--- config.mk ---
export PLATFORM = sky130hd
export DESIGN_NAME = sphere_seq_driver
export DESIGN_NICKNAME = d
export VERILOG_FILES = /design/src/rtl/sphere_pkg.sv /design/src/rtl/sphere_pt_fifo.sv /design/src/rtl/sphere_seq_driver.sv
export SDC_FILE = /design/constraint.sdc
export NUM_CORES = 1
export LEC_CHECK = 0
export CAP_MARGIN = 20
export CORE_MARGIN = 3
export CORE_UTILIZATION = 27
export DETAILED_ROUTE_END_ITERATION = 16
export SYNTH_ARGS = -nofsm -noshare
export SYNTH_HDL_FRONTEND = slang
export SYNTH_SLANG_ARGS = --single-unit
--- constraint.sdc ---
create_clock -name clk -period 4.59 [get_ports clk]
set_input_delay 0.918 -clock clk [delete_from_list [all_inputs] [get_ports clk]]
set_output_delay 0.918 -clock clk [all_outputs]
set_load 0.02 [all_outputs]
--- src/rtl/sphere_pkg.sv ---
// rtl/sphere_pkg.sv - shared constants, driver state and point-entry types for the sphere generator path
package sphere_pkg;

    localparam logic [31:0] FP_ONE     = 32'h0001_0000;
    localparam logic [31:0] FP_NEG_ONE = 32'hFFFF_0000;

    localparam logic [1:0] BASE_2 = 2'b00;
    localparam logic [1:0] BASE_3 = 2'b01;
    localparam logic [1:0] BASE_7 = 2'b10;

    typedef enum logic [1:0] {
        ST_IDLE      = 2'd0,
        ST_ISSUE     = 2'd1,
        ST_WAIT_DONE = 2'd2
    } drv_state_e;

    typedef struct packed {
        logic [31:0] x;
        logic [31:0] y;
        logic [31:0] z;
        logic [31:0] k;
        logic        last;
    } pt_entry_t;

    localparam int PT_W = $bits(pt_entry_t);

endpackage

--- src/rtl/sphere_pt_fifo.sv ---
// rtl/sphere_pt_fifo.sv - first-word fall-through point FIFO with count and held head when empty
module sphere_pt_fifo #(
    parameter int DEPTH = 4,
    parameter int WIDTH = 129
) (
    input  logic                     clk,
    input  logic                     rst_n,
    input  logic                     push_i,
    input  logic [WIDTH-1:0]         wdata_i,
    input  logic                     pop_i,
    output logic [WIDTH-1:0]         rdata_o,
    output logic                     valid_o,
    output logic [$clog2(DEPTH):0]   count_o
);

    localparam int AW = $clog2(DEPTH);
    localparam int CW = AW + 1;

    logic [WIDTH-1:0] mem_q [DEPTH];
    logic [AW-1:0]    wr_ptr_q;
    logic [AW-1:0]    rd_ptr_q;
    logic [CW-1:0]    count_q;
    logic [WIDTH-1:0] hold_q;
    logic             do_push;
    logic             do_pop;

    assign do_push = push_i && (count_q != CW'(DEPTH));
    assign do_pop  = pop_i && (count_q != '0);
    assign valid_o = (count_q != '0);
    assign count_o = count_q;
    // When empty the outputs keep showing the most recently popped entry.
    assign rdata_o = valid_o ? mem_q[rd_ptr_q] : hold_q;

    // Storage array; contents are only observable once written, so no reset.
    always_ff @(posedge clk) begin
        if (do_push) begin
            mem_q[wr_ptr_q] <= wdata_i;
        end
    end

    // Pointers wrap naturally (power-of-two depth); count tracks occupancy.
    always_ff @(posedge clk or negedge rst_n) begin
        if (!rst_n) begin
            wr_ptr_q <= '0;
            rd_ptr_q <= '0;
            count_q  <= '0;
            hold_q   <= '0;
        end else begin
            if (do_push) begin
                wr_ptr_q <= wr_ptr_q + 1'b1;
            end
            if (do_pop) begin
                rd_ptr_q <= rd_ptr_q + 1'b1;
                hold_q   <= mem_q[rd_ptr_q];
            end
            case ({do_push, do_pop})
                2'b10:   count_q <= count_q + 1'b1;
                2'b01:   count_q <= count_q - 1'b1;
                default: count_q <= count_q;
            endcase
        end
    end

endmodule

--- src/rtl/sphere_seq_driver.sv ---
// rtl/sphere_seq_driver.sv - sequences generator requests for a command and streams tagged points out
module sphere_seq_driver
    import sphere_pkg::*;
#(
    parameter int FIFO_DEPTH = 4,
    parameter int CNT_W      = 16
) (
    input  logic             clk,
    input  logic             rst_n,
    input  logic             cmd_valid,
    output logic             cmd_ready,
    input  logic [31:0]      cmd_k_start,
    input  logic [CNT_W-1:0] cmd_count,
    input  logic [1:0]       cmd_base0,
    input  logic [1:0]       cmd_base1,
    output logic             gen_start,
    output logic [31:0]      gen_k,
    output logic [1:0]       gen_base_sel0,
    output logic [1:0]       gen_base_sel1,
    input  logic             gen_ready,
    input  logic             gen_done,
    input  logic [31:0]      gen_x,
    input  logic [31:0]      gen_y,
    input  logic [31:0]      gen_z,
    output logic             pt_valid,
    input  logic             pt_ready,
    output logic [31:0]      pt_x,
    output logic [31:0]      pt_y,
    output logic [31:0]      pt_z,
    output logic [31:0]      pt_k,
    output logic             pt_last,
    output logic             busy
);

    localparam int FCW = $clog2(FIFO_DEPTH) + 1;

    drv_state_e       state_q, state_d;
    logic [CNT_W-1:0] rem_q, rem_d;
    logic [31:0]      k_q, k_d;
    logic [1:0]       b0_q, b0_d;
    logic [1:0]       b1_q, b1_d;
    logic             start;
    logic             push;
    pt_entry_t        push_entry;
    pt_entry_t        head;
    logic [FCW-1:0]   fifo_count;

    // Next-state and strobes; ISSUE only fires once a FIFO slot is guaranteed for the result.
    always_comb begin
        state_d = state_q;
        rem_d   = rem_q;
        k_d     = k_q;
        b0_d    = b0_q;
        b1_d    = b1_q;
        start   = 1'b0;
        push    = 1'b0;
        case (state_q)
            ST_IDLE: begin
                if (cmd_valid) begin
                    k_d   = cmd_k_start;
                    rem_d = cmd_count;
                    b0_d  = cmd_base0;
                    b1_d  = cmd_base1;
                    if (cmd_count != '0) begin
                        state_d = ST_ISSUE;
                    end
                end
            end
            ST_ISSUE: begin
                if (gen_ready && (fifo_count < FCW'(FIFO_DEPTH))) begin
                    start   = 1'b1;
                    state_d = ST_WAIT_DONE;
                end
            end
            ST_WAIT_DONE: begin
                if (gen_done) begin
                    push    = 1'b1;
                    rem_d   = rem_q - 1'b1;
                    k_d     = k_q + 32'd1;
                    state_d = (rem_q == CNT_W'(1)) ? ST_IDLE : ST_ISSUE;
                end
            end
            default: state_d = ST_IDLE;
        endcase
    end

    // Driver state and latched command context.
    always_ff @(posedge clk or negedge rst_n) begin
        if (!rst_n) begin
            state_q <= ST_IDLE;
            rem_q   <= '0;
            k_q     <= '0;
            b0_q    <= '0;
            b1_q    <= '0;
        end else begin
            state_q <= state_d;
            rem_q   <= rem_d;
            k_q     <= k_d;
            b0_q    <= b0_d;
            b1_q    <= b1_d;
        end
    end

    assign push_entry = '{x: gen_x, y: gen_y, z: gen_z, k: k_q, last: (rem_q == CNT_W'(1))};

    sphere_pt_fifo #(
        .DEPTH (FIFO_DEPTH),
        .WIDTH (PT_W)
    ) u_fifo (
        .clk     (clk),
        .rst_n   (rst_n),
        .push_i  (push),
        .wdata_i (push_entry),
        .pop_i   (pt_valid & pt_ready),
        .rdata_o (head),
        .valid_o (pt_valid),
        .count_o (fifo_count)
    );

    assign cmd_ready     = (state_q == ST_IDLE);
    assign gen_start     = start;
    assign gen_k         = k_q;
    assign gen_base_sel0 = b0_q;
    assign gen_base_sel1 = b1_q;
    assign pt_x          = head.x;
    assign pt_y          = head.y;
    assign pt_z          = head.z;
    assign pt_k          = head.k;
    assign pt_last       = head.last;
    assign busy          = (state_q != ST_IDLE) | pt_valid;

endmodule

== Word-level counts from Yosys, hierarchy flattened ==
Memory sizes are Yosys's and may differ from the RTL's.
Cells that the tools add are included.
W data, S select, Z words.

* Output and inout port bits: 169
* Logic and storage cells: 61
* Input port bits: 154
* Memory bits (writable): 516
* Memories: 1
* Register bits: 190

* Eq/ne operators: 10
* Bitwise logic cells: 2
* $lt $le $gt $ge: 1
* Reduce and logical (&&, ||, !) cells: 12
* Mux-type cells: 20
* $add $sub $neg: 6

{| class="wikitable"
|+ Memories
! memory !! depth !! bits a word !! rd ports !! clocked after memory_dff !! wr ports !! RTL line !! source
|-
| u_fifo.mem_q || 4 || 129 || 1 || 0 || 1 || sphere_pt_fifo.sv:19 || <nowiki>logic [WIDTH-1:0] mem_q [DEPTH];</nowiki>
|}

{| class="wikitable"
|+ Operator list
! operator !! count
|-
| $mux W129 || 1
|-
| $mux W32 || 2
|-
| $pmux W32 S2 || 1
|-
| $add A32 B1 Y32 const B || 1
|-
| $mux W16 || 2
|-
| $pmux W16 S2 || 1
|-
| $eq A16 B1 Y1 const B || 1
|-
| $reduce_bool A16 Y1 || 1
|-
| $sub A16 B1 Y16 const B || 1
|-
| $mux W2 || 4
|-
| $mux W1 || 7
|-
| $ne A2 B2 Y1 const B || 3
|-
| $pmux W2 S3 || 1
|-
| $pmux W3 S2 || 1
|-
| $reduce_bool A2 Y1 || 3
|-
| $add A2 B1 Y2 const B || 2
|-
| $eq A2 B1 Y1 const B || 2
|-
| $eq A2 B2 Y1 const B || 2
|-
| $reduce_and A4 Y1 || 1
|-
| $add A3 B1 Y3 const B || 1
|-
| $logic_and A1 B1 Y1 || 3
|-
| $lt A3 B3 Y1 const B || 1
|-
| $ne A3 B3 Y1 const B || 1
|-
| $reduce_and A3 Y1 || 1
|-
| other kinds (7) || 7
|}

== Logic depth before layout (Yosys ltp) ==
Gate-level depths: netlist (run 1).

* Depth after elaboration: 5
* Depth in mapped cells: 12
* Depth with buffers taken out: 10

== Hierarchy ==
A second synthesis (run 1) with hierarchy kept.

* Cell total of the unflattened synthesis: 1572
* Area, all modules: 28818.9 um2

{| class="wikitable"
|+ By module, submodules not included
! module !! area an instance (um2) !! instances !! cells each
|-
| sphere_pt_fifo || 25275.5 || 1 || 1128
|-
| sphere_seq_driver || 3543.4 || 1 || 444
|}

== Worst setup path after synthesis (run 1) ==
OpenSTA, ideal clock, no wires.

* Path type: register to register
* Start: register state_q[0]
* End: memory u_fifo.mem_q[2][0] (enable)
* Data required time: 4.087 ns
* Arrival: 4.470 ns
* Clock period less this slack: 4.974 ns
* Stages on the path, launching flop included: 7
* Setup slack: -0.384 ns
* Cell sequence: dfrtp_1 > clkbuf_1 > nor2b_1 > clkbuf_1 > nand2_1 > a31oi_1 > and2_1

* Longest elaborated chain between the ends: 5

{| class="wikitable"
|+ Ends and longest elaborated chain
! element !! RTL line !! source
|-
| start, declared || sphere_seq_driver.sv:37 || <nowiki>drv_state_e state_q, state_d;</nowiki>
|-
| start signal, assigned || sphere_seq_driver.sv:96 || <nowiki>state_q <= state_d;</nowiki>
|-
| $eq A2 B2 Y1 || sphere_seq_driver.sv:57 || <nowiki>case (state_q)</nowiki>
|-
| $mux W1 || sphere_seq_driver.sv:57 ||
|-
| $logic_and A1 B1 Y1 || sphere_pt_fifo.sv:27 || <nowiki>assign do_push = push_i && (count_q != CW'(DEPTH));</nowiki>
|-
| $mux W1 || sphere_pt_fifo.sv:36 || <nowiki>if (do_push) begin</nowiki>
|-
| $mux W1 (not written as such) || sphere_pt_fifo.sv:37 || <nowiki>mem_q[wr_ptr_q] <= wdata_i;</nowiki>
|-
| end, declared || sphere_pt_fifo.sv:19 ||
|}

No other way between the ends.

== Final worst setup path (run 1) ==
* Start: register u_fifo.count_q[2] (netlist: u_fifo.count_o[2])
* End: output port pt_y[13]

* Longest elaborated chain between the ends: 2

{| class="wikitable"
|+ Ends and longest elaborated chain
! element !! RTL line !! source
|-
| start, declared || sphere_pt_fifo.sv:22 || <nowiki>logic [CW-1:0] count_q;</nowiki>
|-
| start signal, assigned || sphere_pt_fifo.sv:57 || <nowiki>2'b10: count_q <= count_q + 1'b1;</nowiki>
|-
| start signal, assigned || sphere_pt_fifo.sv:58 || <nowiki>2'b01: count_q <= count_q - 1'b1;</nowiki>
|-
| start signal, assigned || sphere_pt_fifo.sv:59 || <nowiki>default: count_q <= count_q;</nowiki>
|-
| $reduce_bool A3 Y1 || sphere_pt_fifo.sv:29 || <nowiki>assign valid_o = (count_q != '0);</nowiki>
|-
| $mux W129 || sphere_pt_fifo.sv:32 || <nowiki>assign rdata_o = valid_o ? mem_q[rd_ptr_q] : hold_q;</nowiki>
|-
| end, declared || sphere_seq_driver.sv:28 || <nowiki>output logic [31:0] pt_y,</nowiki>
|}

No other way between the ends.

==> results_dict.tcl, run 1 <==
set metrics [dict create \
    grt_pass1_wl_mm 115 \
    drc 0 \
    r2r_setup_slack_ns 1.10 \
    die_height_um 333 \
    slowest_delay_ns 0.75 \
    yosys_warnings 0 \
    io_buffer_count 322 \
    setup-violations-final 0 \
    mostFrequentLayoutCells "516 x edfxtp_1, 436 x nand2_1, 321 x clkdlybuf4s50_1, 188 x dfrtp_1" \
    layout.nets 2329 \
    place_area_sq_um 33800 \
    status "completed" \
    skew_ns 0.0234 \
    grt_pass1_vias 18300 \
    routed_via_density 4.70 \
    cts_sinks 706 \
    synth_edf_count 516 \
    cp_max_fo 42 \
    synth_ff_type "edfxtp_1" \
    h-tree-depth 3 \
    critical_path.top_delay_family "buffers and inverters" \
    cts_resized 0 \
    die_area_sq_um 111000 \
    syn_inst 1849 \
    rsz0062_at_grt "no" \
    path_buf_inv 2 \
    ant_nets 0 \
    gp_congestion 0.833 \
    antenna_found_initial 6 \
    cts_tree "built" \
    drt-pass1-iter-count 5 \
    ys_top_cells_by_area "edfxtp_1 54%, dfrtp_1 17%, mux4_2 10%, nand2_1 5.7%, mux2_2 5.0%" \
    worstSetupPathType "flip-flop to output port" \
    place_hpwl_mm 47.0 \
    period_needed_ns 4.27 \
    seq_area_frac_synth 0.703 \
    insertion_delay_ns 0.63 \
    synth_top_area_frac 0.538 \
    min_path_type "input port to async pin" \
    synthArstFlopShare 0.269 \
    drive_gt1_frac 0.199 \
    grt_use_total 0.137 \
    dr.first_iter.drc_count 1278 \
    routedWlPerCell_um 21.0 \
    reg2reg_depth 7 \
    slew_violations 0 \
    clockBufferDepth 3 \
    syn_avg_cell_area_sq_um 15.6 \
    die_w_um 333 \
    path_clk_slew_ns 0.06 \
    yosysUniqueCellTypes 55 \
    syn_to_final_growth_pct 26.4 \
    syn_area_sq_um 28800 \
    worstPathCellList "or3_4 > buf_4 > mux2_2 > clkdlybuf4s50_1" \
    p_leak_uw 0.0129 \
    finalCritPeriodShare 0.930 \
    slowest_stage "or3_4" \
    required_ns 3.67 \
    cts-hold-fix-buffers 0 \
    synth_top_area_cell "edfxtp_1" \
    n_fill_cell 9947 \
    core_area_sq_um 106000 \
    p_per_area_nw_per_um2 684 \
    cts_buffers 78 \
    tns_ns 0 \
    relSlewSlack 0.328 \
    start_util 0.273 \
    rows 119 \
    io_pins 323 \
    start_kind "flip-flop" \
    critPathArrivalTime_ns 3.35 \
    worst_pin_slew_ns 1.01 \
    finalHoldViolCount 0 \
    root_buffer "clkbuf_16" \
    vdd_ir_drop_max_mv 0.427 \
    critPathLaunch "u_fifo.count_o[2]$_DFFE_PN0P_" \
    grt_overflow 0 \
    layout_commonest_cell "edfxtp_1" \
    syn_nets 2012 \
    ys_seq_elements 706 \
    cts_setup_buffers 0 \
    num_vias 17000 \
    cp-end-kind "output port" \
    wirelength_mm 76.2 \
    max_freq_mhz 234 \
    r2r-end "u_fifo.hold_q[40]$_DFFE_PN0P_" \
    design_area_sq_um 36400 \
    r2r-start "u_fifo.count_o[2]$_DFFE_PN0P_" \
    cap_violations 0 \
    grt_max_degree 131 \
]
[worst max-delay path by stage]
| stage | endpoint | slack [ns] | cells past startpoint |
|---|---|---|---|
| floorplan | u_fifo.mem_q[0][0]$_DFFE_PP_ | 1.03 | 6 |
| global placement | u_fifo.mem_q[1][41]$_DFFE_PP_ | 0.85 | 5 |
| detailed placement | u_fifo.mem_q[0][40]$_DFFE_PP_ | 0.76 | 5 |
| CTS | pt_y[13] | 0.14 | 4 |
| global route | pt_y[13] | 0.12 | 4 |
| finish | pt_y[13] | 0.32 | 4 |
[cells in the mapped netlist, drive strengths merged, types with 3 or more instances]
| cell | number |
|---|---|
| clkbuf | 80 |
| o22ai | 12 |
| nand3 | 19 |
| nor2b | 3 |
| o22a | 4 |
| a22oi | 3 |
| or4 | 3 |
| a21oi | 51 |
| nand4 | 15 |
| a31oi | 5 |
| a211oi | 6 |
| nor2 | 42 |
| o2bb2ai | 3 |
| a311oi | 3 |
| a2bb2oi | 13 |
| or3 | 13 |
| ha | 8 |
| edfxtp | 516 |
| xnor2 | 4 |
| nor4 | 8 |
| inv | 11 |
| o32ai | 3 |
| and4 | 3 |
| mux4 | 129 |
| and2 | 6 |
| mux2 | 129 |
| a21o | 3 |
| nor3 | 21 |
| buf | 49 |
| a32oi | 3 |
| nand2b | 5 |
| o21ai | 32 |
| dfrtp | 190 |
| nand2 | 437 |
[where the power goes]
group          internal (uW)  switching [uW]  total, uW
sequential              8030            1060       9090
clock                   3790            2540       6330
combinational           4520            4960       9490
total                  16300            8570      24900
[layout make-up]
cell class                      instances  area (sq um)  share of cell area
Sequential cell                       706         20300               0.556
Clock buffer                          105          2170              0.0595
Tap cell                             1391          1740              0.0478
Antenna cell                            2          5.00            0.000137
Timing Repair Buffer                  366          3820               0.105
Multi-Input combinational cell       1002          7920               0.218
Inverter                               12          50.0             0.00137
Clock inverter                         40           444              0.0122
[metrics by stage]
stage	worst slack, ns	utilization	hold WS (ns)	power (uW)	std cells
after floorplan	1.03	-	0.442	14700	1849
after global placement	0.850	0.320	0.453	18700	3477
after detailed placement	0.763	0.320	0.459	18800	3477
after CTS	0.140	0.345	0.296	25300	3622
after global routing	0.120	0.345	0.313	26300	3623
final	0.323	0.345	0.289	24900	3624
[logic make-up (layout without fill, tap and decap cells)]
family	after synthesis	after routing	synth area share
DFF	706	706	0.703
muxes	258	258	0.151
buffers and inverters	141	523	0.0230
adders and majority gates	9	9	0.00417
other	0	2	0
and+or+nand+nor	580	580	0.0838
AOI/OAI and AO/OA	149	149	0.0326
xor gates and xnor gates	6	6	0.00183
[registers in the layout (all words and copies together) (netlist names)]
| register | cells |
|---|---|
| u_fifo.mem_q | 516 |
| state_q | 2 |
| gen_k | 32 |
| u_fifo.rd_ptr_q | 2 |
| rem_q | 16 |
| gen_base_sel0 | 2 |
| u_fifo.hold_q | 129 |
| gen_base_sel1 | 2 |
| u_fifo.count_o | 3 |
| u_fifo.wr_ptr_q | 2 |
[routing by layer]
metal,share of wire,vias up,track usage,wire [um]
li1,-,7561,-,-
met4,0.018,6,0.0410,1380
met1,0.43,8738,0.181,32500
met3,0.074,95,0.0328,5620
met2,0.48,637,0.224,36600
met5,0.00047,-,0,36
(Power assumes the default switching activity.)
==> run 2: changes to the inputs <==
--- a/config.mk
+++ b/config.mk
@@ -6,7 +6,7 @@
 export NUM_CORES = 1
 export LEC_CHECK = 0
 export CAP_MARGIN = 20
-export CORE_MARGIN = 3
+export CORE_MARGIN = 10
 export CORE_UTILIZATION = 27
 export DETAILED_ROUTE_END_ITERATION = 16
 export SYNTH_ARGS = -nofsm -noshare
==> constraint.sdc (replaced) <==
create_clock -name clk -period 4.59 [get_ports clk]
set_input_delay 0.459 -clock clk [delete_from_list [all_inputs] [get_ports clk]]
set_output_delay 0.459 -clock clk [all_outputs]
set_load 0.02 [all_outputs]
==> results_dict.tcl, run 2 (synthesis results as in run 1) <==
set metrics [dict create \
    status "completed" \
    fin_cells 3622 \
    die_area_sq_um 120000 \
    min_path_type "input port to flip-flop" \
    dr.first_iter.drc_count 1235 \
    critPathArrivalTime_ns 3.29 \
    ant_nets 0 \
    gp_congestion 0.834 \
    cap_violations 0 \
    grt_overflow 0 \
    r2r_setup_slack_ns 1.38 \
    hold_depth 3 \
    routed_via_density 4.69 \
    path_buf_inv 2 \
    wirelength_mm 78.1 \
    die_height_um 347 \
    skew_ns 0.0358 \
    hold_start "cmd_base1[0]" \
    slew_violations 0 \
    setup-violations-final 0 \
    vdd_ir_drop_max_mv 0.458 \
    final-seq-area_sq_um 20300 \
    place_hpwl_mm 49.9 \
    power_frac_comb 0.383 \
    swShare 0.349 \
    layout_commonest_cell "edfxtp_1" \
    power_uw 24800 \
    grt_use_total 0.128 \
    worstPathCellList "buf_12 > mux4_2 > mux2_2 > clkdlybuf4s50_1" \
    insertion_delay_ns 0.66 \
    regMostFlops "u_fifo.mem_q" \
    netSwitchingPower_uw 8650 \
    n_fill_cell 9985 \
    rows 119 \
    path_clk_slew_ns 0.06 \
    critical_path.top_delay_family "buffers and inverters" \
    multiInputGateArea_sq_um 7920 \
    cp-end-kind "output port" \
    num_vias 17000 \
    drive_gt1_frac 0.196 \
    finalCritPeriodShare 0.818 \
    slowest_stage "dfrtp_4" \
    root_buffer "clkbuf_16" \
    start_kind "flip-flop" \
    max_freq_mhz 267 \
    mostFrequentLayoutCells "516 x edfxtp_1, 436 x nand2_1, 321 x clkdlybuf4s50_1, 188 x dfrtp_1" \
    p_leak_uw 0.0128 \
    drc 0 \
    seq_power_share 0.365 \
    core_area_sq_um 106000 \
    finalHoldViolCount 0 \
    p_per_area_nw_per_um2 683 \
    h-tree-depth 3 \
    clockBufferDepth 3 \
    largest_reg_flops 516 \
    cp_max_fo 39 \
    drt-pass1-iter-count 6 \
    place_inst 3471 \
    worstSetupPathType "flip-flop to output port" \
    reg2reg_depth 6 \
    tns_ns 0 \
    syn_to_final_growth_pct 25.9 \
    rsz0062_at_grt "no" \
    worst_pin_slew_ns 1.03 \
    required_ns 4.13 \
    die_w_um 347 \
    io_buffer_count 322 \
    internal_power_uw 16100 \
    r2r-end "u_fifo.rd_ptr_q[1]$_DFFE_PN0P_" \
    cts_buffers 80 \
    slowest_delay_ns 0.77 \
    clock_power_share 0.252 \
    whs_endpoint "gen_base_sel1[0]$_DFFE_PN0P_" \
    period_needed_ns 3.75 \
    layout.nets 2326 \
    cts_sinks 706 \
    start_util 0.273 \
    routedWlPerCell_um 21.6 \
    grt_pass1_vias 18100 \
    relSlewSlack 0.315 \
    r2r-start "u_fifo.count_o[2]$_DFFE_PN0P_" \
    cts_tree "built" \
    io_pins 323 \
    antenna_found_initial 12 \
    cts_resized 0 \
    grt_max_degree 91 \
    cts_setup_buffers 0 \
    grt_pass1_wl_mm 118 \
]
run 2: worst min-delay path, delay by kind of cell:
family	cells	cell delay (ns)
and+or+nand+nor	2	0.09
buffers and inverters	1	0.39
run 2: stage by stage:
step                      worst slack, ns  utilization  hold WS, ns  area, sq um
after floorplan                      1.03            -        0.163        28800
after detailed placement             1.23        0.319        0.458        33700
after global routing                0.641        0.344        0.330        36300
final                               0.838        0.344        0.341        36300
after global placement               1.29        0.319        0.455        33700
after CTS                           0.691        0.344        0.293        36300
run 2: area by class of cell:
cell class | instances | share of cell area
multi-input cells | 1002 | 0.218
inverters | 12 | 0.00138
well taps | 1391 | 0.0480
flip-flops and latches | 706 | 0.559
repair buffers | 361 | 0.102
diodes | 1 | 0.0000690
clock inverters | 37 | 0.0101
clock buffers | 112 | 0.0610
run 2: power groups by stage:
stage                     clock, uW  sequential (uW)  combinational [uW]
after CTS                      6430             9070                9700
after global routing           6670             9220               10200
after floorplan                   0             8700                6010
after detailed placement          0             9190                9640
final                          6240             9040                9500
after global placement            0             9100                9540
run 2: routing by layer:
layer | up-vias | share of wire | global-route usage
met5 | - | 0.0014 | 0
met4 | 16 | 0.025 | 0.0417
met3 | 135 | 0.072 | 0.0361
met2 | 576 | 0.48 | 0.211
met1 | 8712 | 0.42 | 0.161
li1 | 7557 | - | -
run 2: timing repair:
action,4_1_cts,5_1_grt
hold buffers,1,0
endpoints found under the setup margin,0,0
hold endpoints to repair,88,0
run 2: worst max path at each step:
stage / startpoint / end / cells after the start
after floorplan: state_q[0]$_DFFE_PN0P_ / u_fifo.mem_q[0][0]$_DFFE_PP_ / 6
final: u_fifo.rd_ptr_q[0]$_DFFE_PN0P_ / pt_x[14] / 4
after CTS: u_fifo.rd_ptr_q[0]$_DFFE_PN0P_ / pt_x[13] / 4
after detailed placement: gen_done / u_fifo.mem_q[2][40]$_DFFE_PP_ / 5
after global routing: u_fifo.rd_ptr_q[0]$_DFFE_PN0P_ / pt_z[28] / 4
after global placement: gen_done / u_fifo.mem_q[2][55]$_DFFE_PP_ / 5
==> run 3: changes to the inputs <==
==> constraint.sdc (replaced) <==
create_clock -name clk -period 3.62 [get_ports clk]
set_input_delay 0.362 -clock clk [delete_from_list [all_inputs] [get_ports clk]]
set_output_delay 0.362 -clock clk [all_outputs]
set_load 0.02 [all_outputs]
==> results_dict.tcl, run 3 (synthesis results as in run 1) <==
set metrics [dict create \
    die_area_sq_um 120000 \
    antenna_found_initial 12 \
    finalHoldViolCount 0 \
    setup-violations-final 0 \
    finalCritPeriodShare 0.950 \
    core_area_sq_um 106000 \
    mostFrequentLayoutCells "516 x edfxtp_1, 436 x nand2_1, 321 x clkdlybuf4s50_1, 188 x dfrtp_1" \
    start_kind "flip-flop" \
    rsz0062_at_grt "no" \
    io_buffer_count 322 \
    slew_violations 0 \
    layout_commonest_cell "edfxtp_1" \
    period_needed_ns 3.44 \
    start_util 0.273 \
    insertion_delay_ns 0.64 \
    rows 119 \
    fin_util 0.348 \
    critPathArrivalTime_ns 3.08 \
    drt-met1-wl_mm 32.9 \
    vdd_ir_drop_max_mv 0.509 \
    dp_slack_ns 0.736 \
    dr.first_iter.drc_count 1339 \
    cp_max_fo 18 \
    ant_nets 0 \
    clockBufferDepth 3 \
    p_per_area_nw_per_um2 877 \
    grt_max_degree 131 \
    grt_use_total 0.128 \
    die_height_um 347 \
    wl_met2_mm 38.5 \
    wirelength_mm 78.8 \
    top_layer "met5" \
    gp_congestion 0.824 \
    reg2reg_depth 6 \
    n_fill_cell 9938 \
    io_pins 323 \
    path_clk_slew_ns 0.06 \
    largest_reg_flops 516 \
    drive_gt1_frac 0.209 \
    grt_pass1_wl_mm 118 \
    min_path_type "input port to flip-flop" \
    status "completed" \
    cts_tree "built" \
    syn_to_final_growth_pct 27.6 \
    required_ns 3.26 \
    hold_depth 3 \
    relSlewSlack 0.331 \
    regMostFlops "u_fifo.mem_q" \
    wl_met3_mm 5.87 \
    die_w_um 347 \
    design_area_sq_um 36700 \
    cts_buffers 81 \
    skew_ns 0.0208 \
    worstSetupPathType "flip-flop to output port" \
    p_leak_uw 0.0131 \
    worst_pin_slew_ns 1.00 \
    root_buffer "clkbuf_16" \
    max_freq_mhz 291 \
    grt_overflow 0 \
    drt-pass1-iter-count 5 \
    cap_violations 0 \
    routed_via_density 4.73 \
    routedWlPerCell_um 21.6 \
    place_hpwl_mm 49.0 \
    drc 0 \
    setup_ws_ns 0.179 \
    h-tree-depth 3 \
    num_vias 17300 \
    grt_pass1_vias 18200 \
    tns_ns 0 \
    power_uw 32200 \
    place_area_sq_um 33900 \
    cp-end-kind "output port" \
    cts_sinks 706 \
    layout.nets 2352 \
]
==> run 3: changes by cell type in the layout (fill, tap and decap cells not counted), sizes merged <==
cell,delta
buf,+25
bufinv,+6
clkbuf,-4
clkinvlp,-4
inv,+5
==> run 3: final cells by class <==
class                   count  area [sq um]  share of cell area
diodes                      1          2.50           0.0000681
inverters                  12          50.0             0.00136
clock inverters            44           553              0.0151
well taps                1391          1740              0.0474
repair buffers            386          3990               0.108
flip-flops and latches    706         20300               0.551
clock buffers             108          2230              0.0607
multi-input cells        1002          7920               0.216
==> run 3: critical path, cell delays in order (launching register included) <==
cell and delay [ns]:
dfrtp_4 0.58, buf_12 0.21, buf_12 0.22, mux4_2 0.54, mux2_2 0.32, clkdlybuf4s50_1 0.57
==> run 3: final timing paths <==
check	from	endpoint	slack (ns)
min in group asynchronous	rst_n	u_fifo.hold_q[118]$_DFFE_PN0P_	0.31
max reg2reg	state_q[1]$_DFFE_PN0P_	u_fifo.mem_q[3][100]$_DFFE_PP_	1.09
min	cmd_base0[1]	gen_base_sel0[1]$_DFFE_PN0P_	0.26
max	u_fifo.rd_ptr_q[0]$_DFFE_PN0P_	pt_k[21]	0.18
min reg2reg	u_fifo.hold_q[110]$_DFFE_PN0P_	u_fifo.hold_q[110]$_DFFE_PN0P_	0.47
max in group asynchronous	rst_n	rem_q[3]$_DFFE_PN0P_	2.41
==> run 3: what timing repair did <==
item / CTS / global route
buffers inserted: 0 / 7
endpoints found under the hold margin: 66 / 0
hold buffers: 1 / 0
gates resized for setup: 0 / 0
endpoints found under the setup margin: 0 / 39
==> run 3: metrics by stage <==
| stage | instances | hold slack (ns) |
|---|---|---|
| after floorplan | 1849 | 0.0664 |
| after CTS | 3642 | 0.200 |
| after global routing | 3650 | 0.242 |
| after global placement | 3489 | 0.409 |
| final | 3650 | 0.263 |
| after detailed placement | 3489 | 0.410 |
==> run 3: metal layers <==
metal / track usage / up-vias
li1: - / 7612
met1: 0.159 / 8929
met2: 0.216 / 583
met3: 0.0406 / 116
met4: 0.0301 / 18
met5: 0 / -
==> run 3: report_power, final <==
| part | leakage (uW) | switching [uW] | internal [uW] |
|---|---|---|---|
| sequential | 0.00692 | 1080 | 10200 |
| combinational | 0.00483 | 6610 | 5900 |
| clock | 0.00135 | 3360 | 5100 |
| total | 0.0131 | 11000 | 21200 |
==> edit: new RTL, settings of run 3 <==
Encoding of `drv_state_e`: now one-hot (3 bits for 3 states).
--- a/src/rtl/sphere_pkg.sv
+++ b/src/rtl/sphere_pkg.sv
@@ -10,6 +10,6 @@
 
-    typedef enum logic [1:0] {
-        ST_IDLE      = 2'd0,
-        ST_ISSUE     = 2'd1,
-        ST_WAIT_DONE = 2'd2
+    typedef enum logic [2:0] {
+        ST_IDLE      = 3'b001,
+        ST_ISSUE     = 3'b010,
+        ST_WAIT_DONE = 3'b100
     } drv_state_e;
Function: same outputs for any inputs over 4 cycles, from zero or initial values and one cycle with rst_n low; so few cycles prove little.
==> edit against run 3 <==
- synthesized cell count up 1.8%
- global-route usage grew 0.18 points
- register-to-register slack lost 0.24 ns
- cell area is 0.75% higher
- sequential cell count rose by 1
- routed wire length increased by 2.0%
- power down 2.1%
- fmax grew 0.92%
- worst setup slack improved by 0.031 ns
- area after synthesis up 1.3%
- clock power down 0.8%
- clock skew increased by 0.0063 ns
==> edit: results (changes against run 3) <==
| Metric | Value |
|---|---|
| First-pass GRT wire length | `121 mm (+2.3%)` |
| Multi-In Gates | `1020 (+1.8%)` |
| Avg WL per Cell | `21.8 um (+1.3%)` |
| Number of non-clock inverters | `17 (+5)` |
| Multiplexer share of the synthesized area | `0.151 (-0.000597)` |
| Initial drt markers | `1166 (-13%)` |
| Reg2Reg Setup Slack | `0.85 ns (-0.24 ns)` |
| CP peak stage delay | `0.55 ns (-0.03 ns)` |
| GR Util met3 | `0.0340 (-0.00654)` |
| GPL Wtd Cong | `0.867 (+5.2%)` |
| Wire length on met3 | `5.33 mm (-9.2%)` |
| Syn Nets | `2045 (+1.6%)` |
| Peak supply drop | `421 uV (-17%)` |
| Vias/cell | `4.74 (+0.31%)` |
| CTS Sinks | `707 (+0.14%)` |
| Initial antenna violation count | `8 (-4)` |
| Reg2Reg Capture Point | `gen_k[16]` |
| PortBufs | `322 (unchanged)` |
| Worst-path fanout max | `34 (+16)` |
| Routed wl met2 | `40.4 mm (+5.0%)` |
| FF-to-FF Start | `gen_k[0]` |
| Area of the multi-input gates | `0.00819 sq mm (+3.3%)` |
| R2R cell count | `5 (-1)` |
| Vias in the first global route | `18800 (+3.5%)` |
| Async set-or-reset flop fraction in the synthesized netlist | `0.270 (+0.00103)` |
| P_leak | `13.2 nW (+1.1%)` |
| Place WS | `0.676 ns (-0.0602 ns)` |
| Synth warn | `0 (unchanged)` |
| Hold EP | `gen_base_sel0[1]` |
| Layout cells sized above 1 | `0.204 (-0.00587)` |
| Met2 Usage GRT | `0.226 (+0.00979)` |
| Area after DPL | `0.0342 sq mm (+0.82%)` |
| Synth top cells by count | `516 x edfxtp_1, 431 x nand2_1, 190 x dfrtp_1` |
| Skew final | `0.0271 ns (+0.00629 ns)` |
| Non-clock buffers | `376 (-2.6%)` |
| Least-Margin Pin Slew | `1.09 ns (+0.0859 ns)` |
| Nets | `2367 (+0.64%)` |
| Seq/Total Area, Yosys | `0.695 (-0.00845)` |
| Clock-cell share | `0.0750 (-0.000768)` |
| CTS Buf Count | `82 (+1.2%)` |
| FF+latch area | `0.0203 sq mm (+0.13%)` |
| Ranking of synthesized cells by area | `edfxtp_1 53%, dfrtp_1 16%, mux4_2 10%` |
| Met1 Wirelength | `33.0 mm (+0.23%)` |
| DP HPWL | `50.4 mm (+2.9%)` |
| Filler cell count | `10200 (+2.9%)` |
| Synthesized area per cell | `15.5 sq um (-0.43%)` |
| Met1 Usage GRT | `0.158 (-0.00158)` |
| Post-synth cell types | `69 (+25%)` |
| Total track usage | `0.130 (+0.00178)` |
| Compound-gate portion of the synthesized area | `0.0315 (-0.00108)` |
| Data buffer area share | `0.107 (-0.00189)` |
| Non-Filler Instances | `3678 (+0.77%)` |
| Xor/xnor share of the synthesized area | `0.00180 (-0.0000243)` |
| Clk Latency, worst-skew pair | `0.63 ns` |
| Sequential cell area share | `0.548 (-0.00341)` |
| Status | `finished clean` |
| CLK BUF | `110 (+1.9%)` |
| Critical Path AT | `3.05 ns (-0.03 ns)` |
[edit: how the worst max path moves through the flow]
stage / cells past startpoint / slack, ns / to / startpoint
after global routing: 5 / 0.07 / pt_y[12] / u_fifo.count_o[2]
after floorplan: 4 / 0.46 / u_fifo.mem_q[0][0] / state_q[1]
after detailed placement: 4 / 0.68 / pt_k[17] / u_fifo.rd_ptr_q[0]
after CTS: 5 / 0.08 / pt_y[15] / u_fifo.count_o[2]
final: 5 / 0.21 / pt_y[15] / u_fifo.count_o[2]
after global placement: 4 / 0.70 / pt_k[17] / u_fifo.rd_ptr_q[0]
[edit: timing repair]
item                                   CTS  global route
buffers inserted                         4             0
hold buffers                             1             0
resized for setup                        0             0
endpoints found under the hold margin   83             0
setup endpoints to repair               21             0
[edit: power breakdown]
part	total, mW	switching (mW)	internal [mW]
sequential	11.3	1.25	10.0
combinational	11.9	6.25	5.66
clock	8.39	3.33	5.07
[edit: tightest hold or removal path, delay by kind of cell]
kind,cells,cell delay (ns)
simple gates,2,0.10
buf+inv,1,0.40
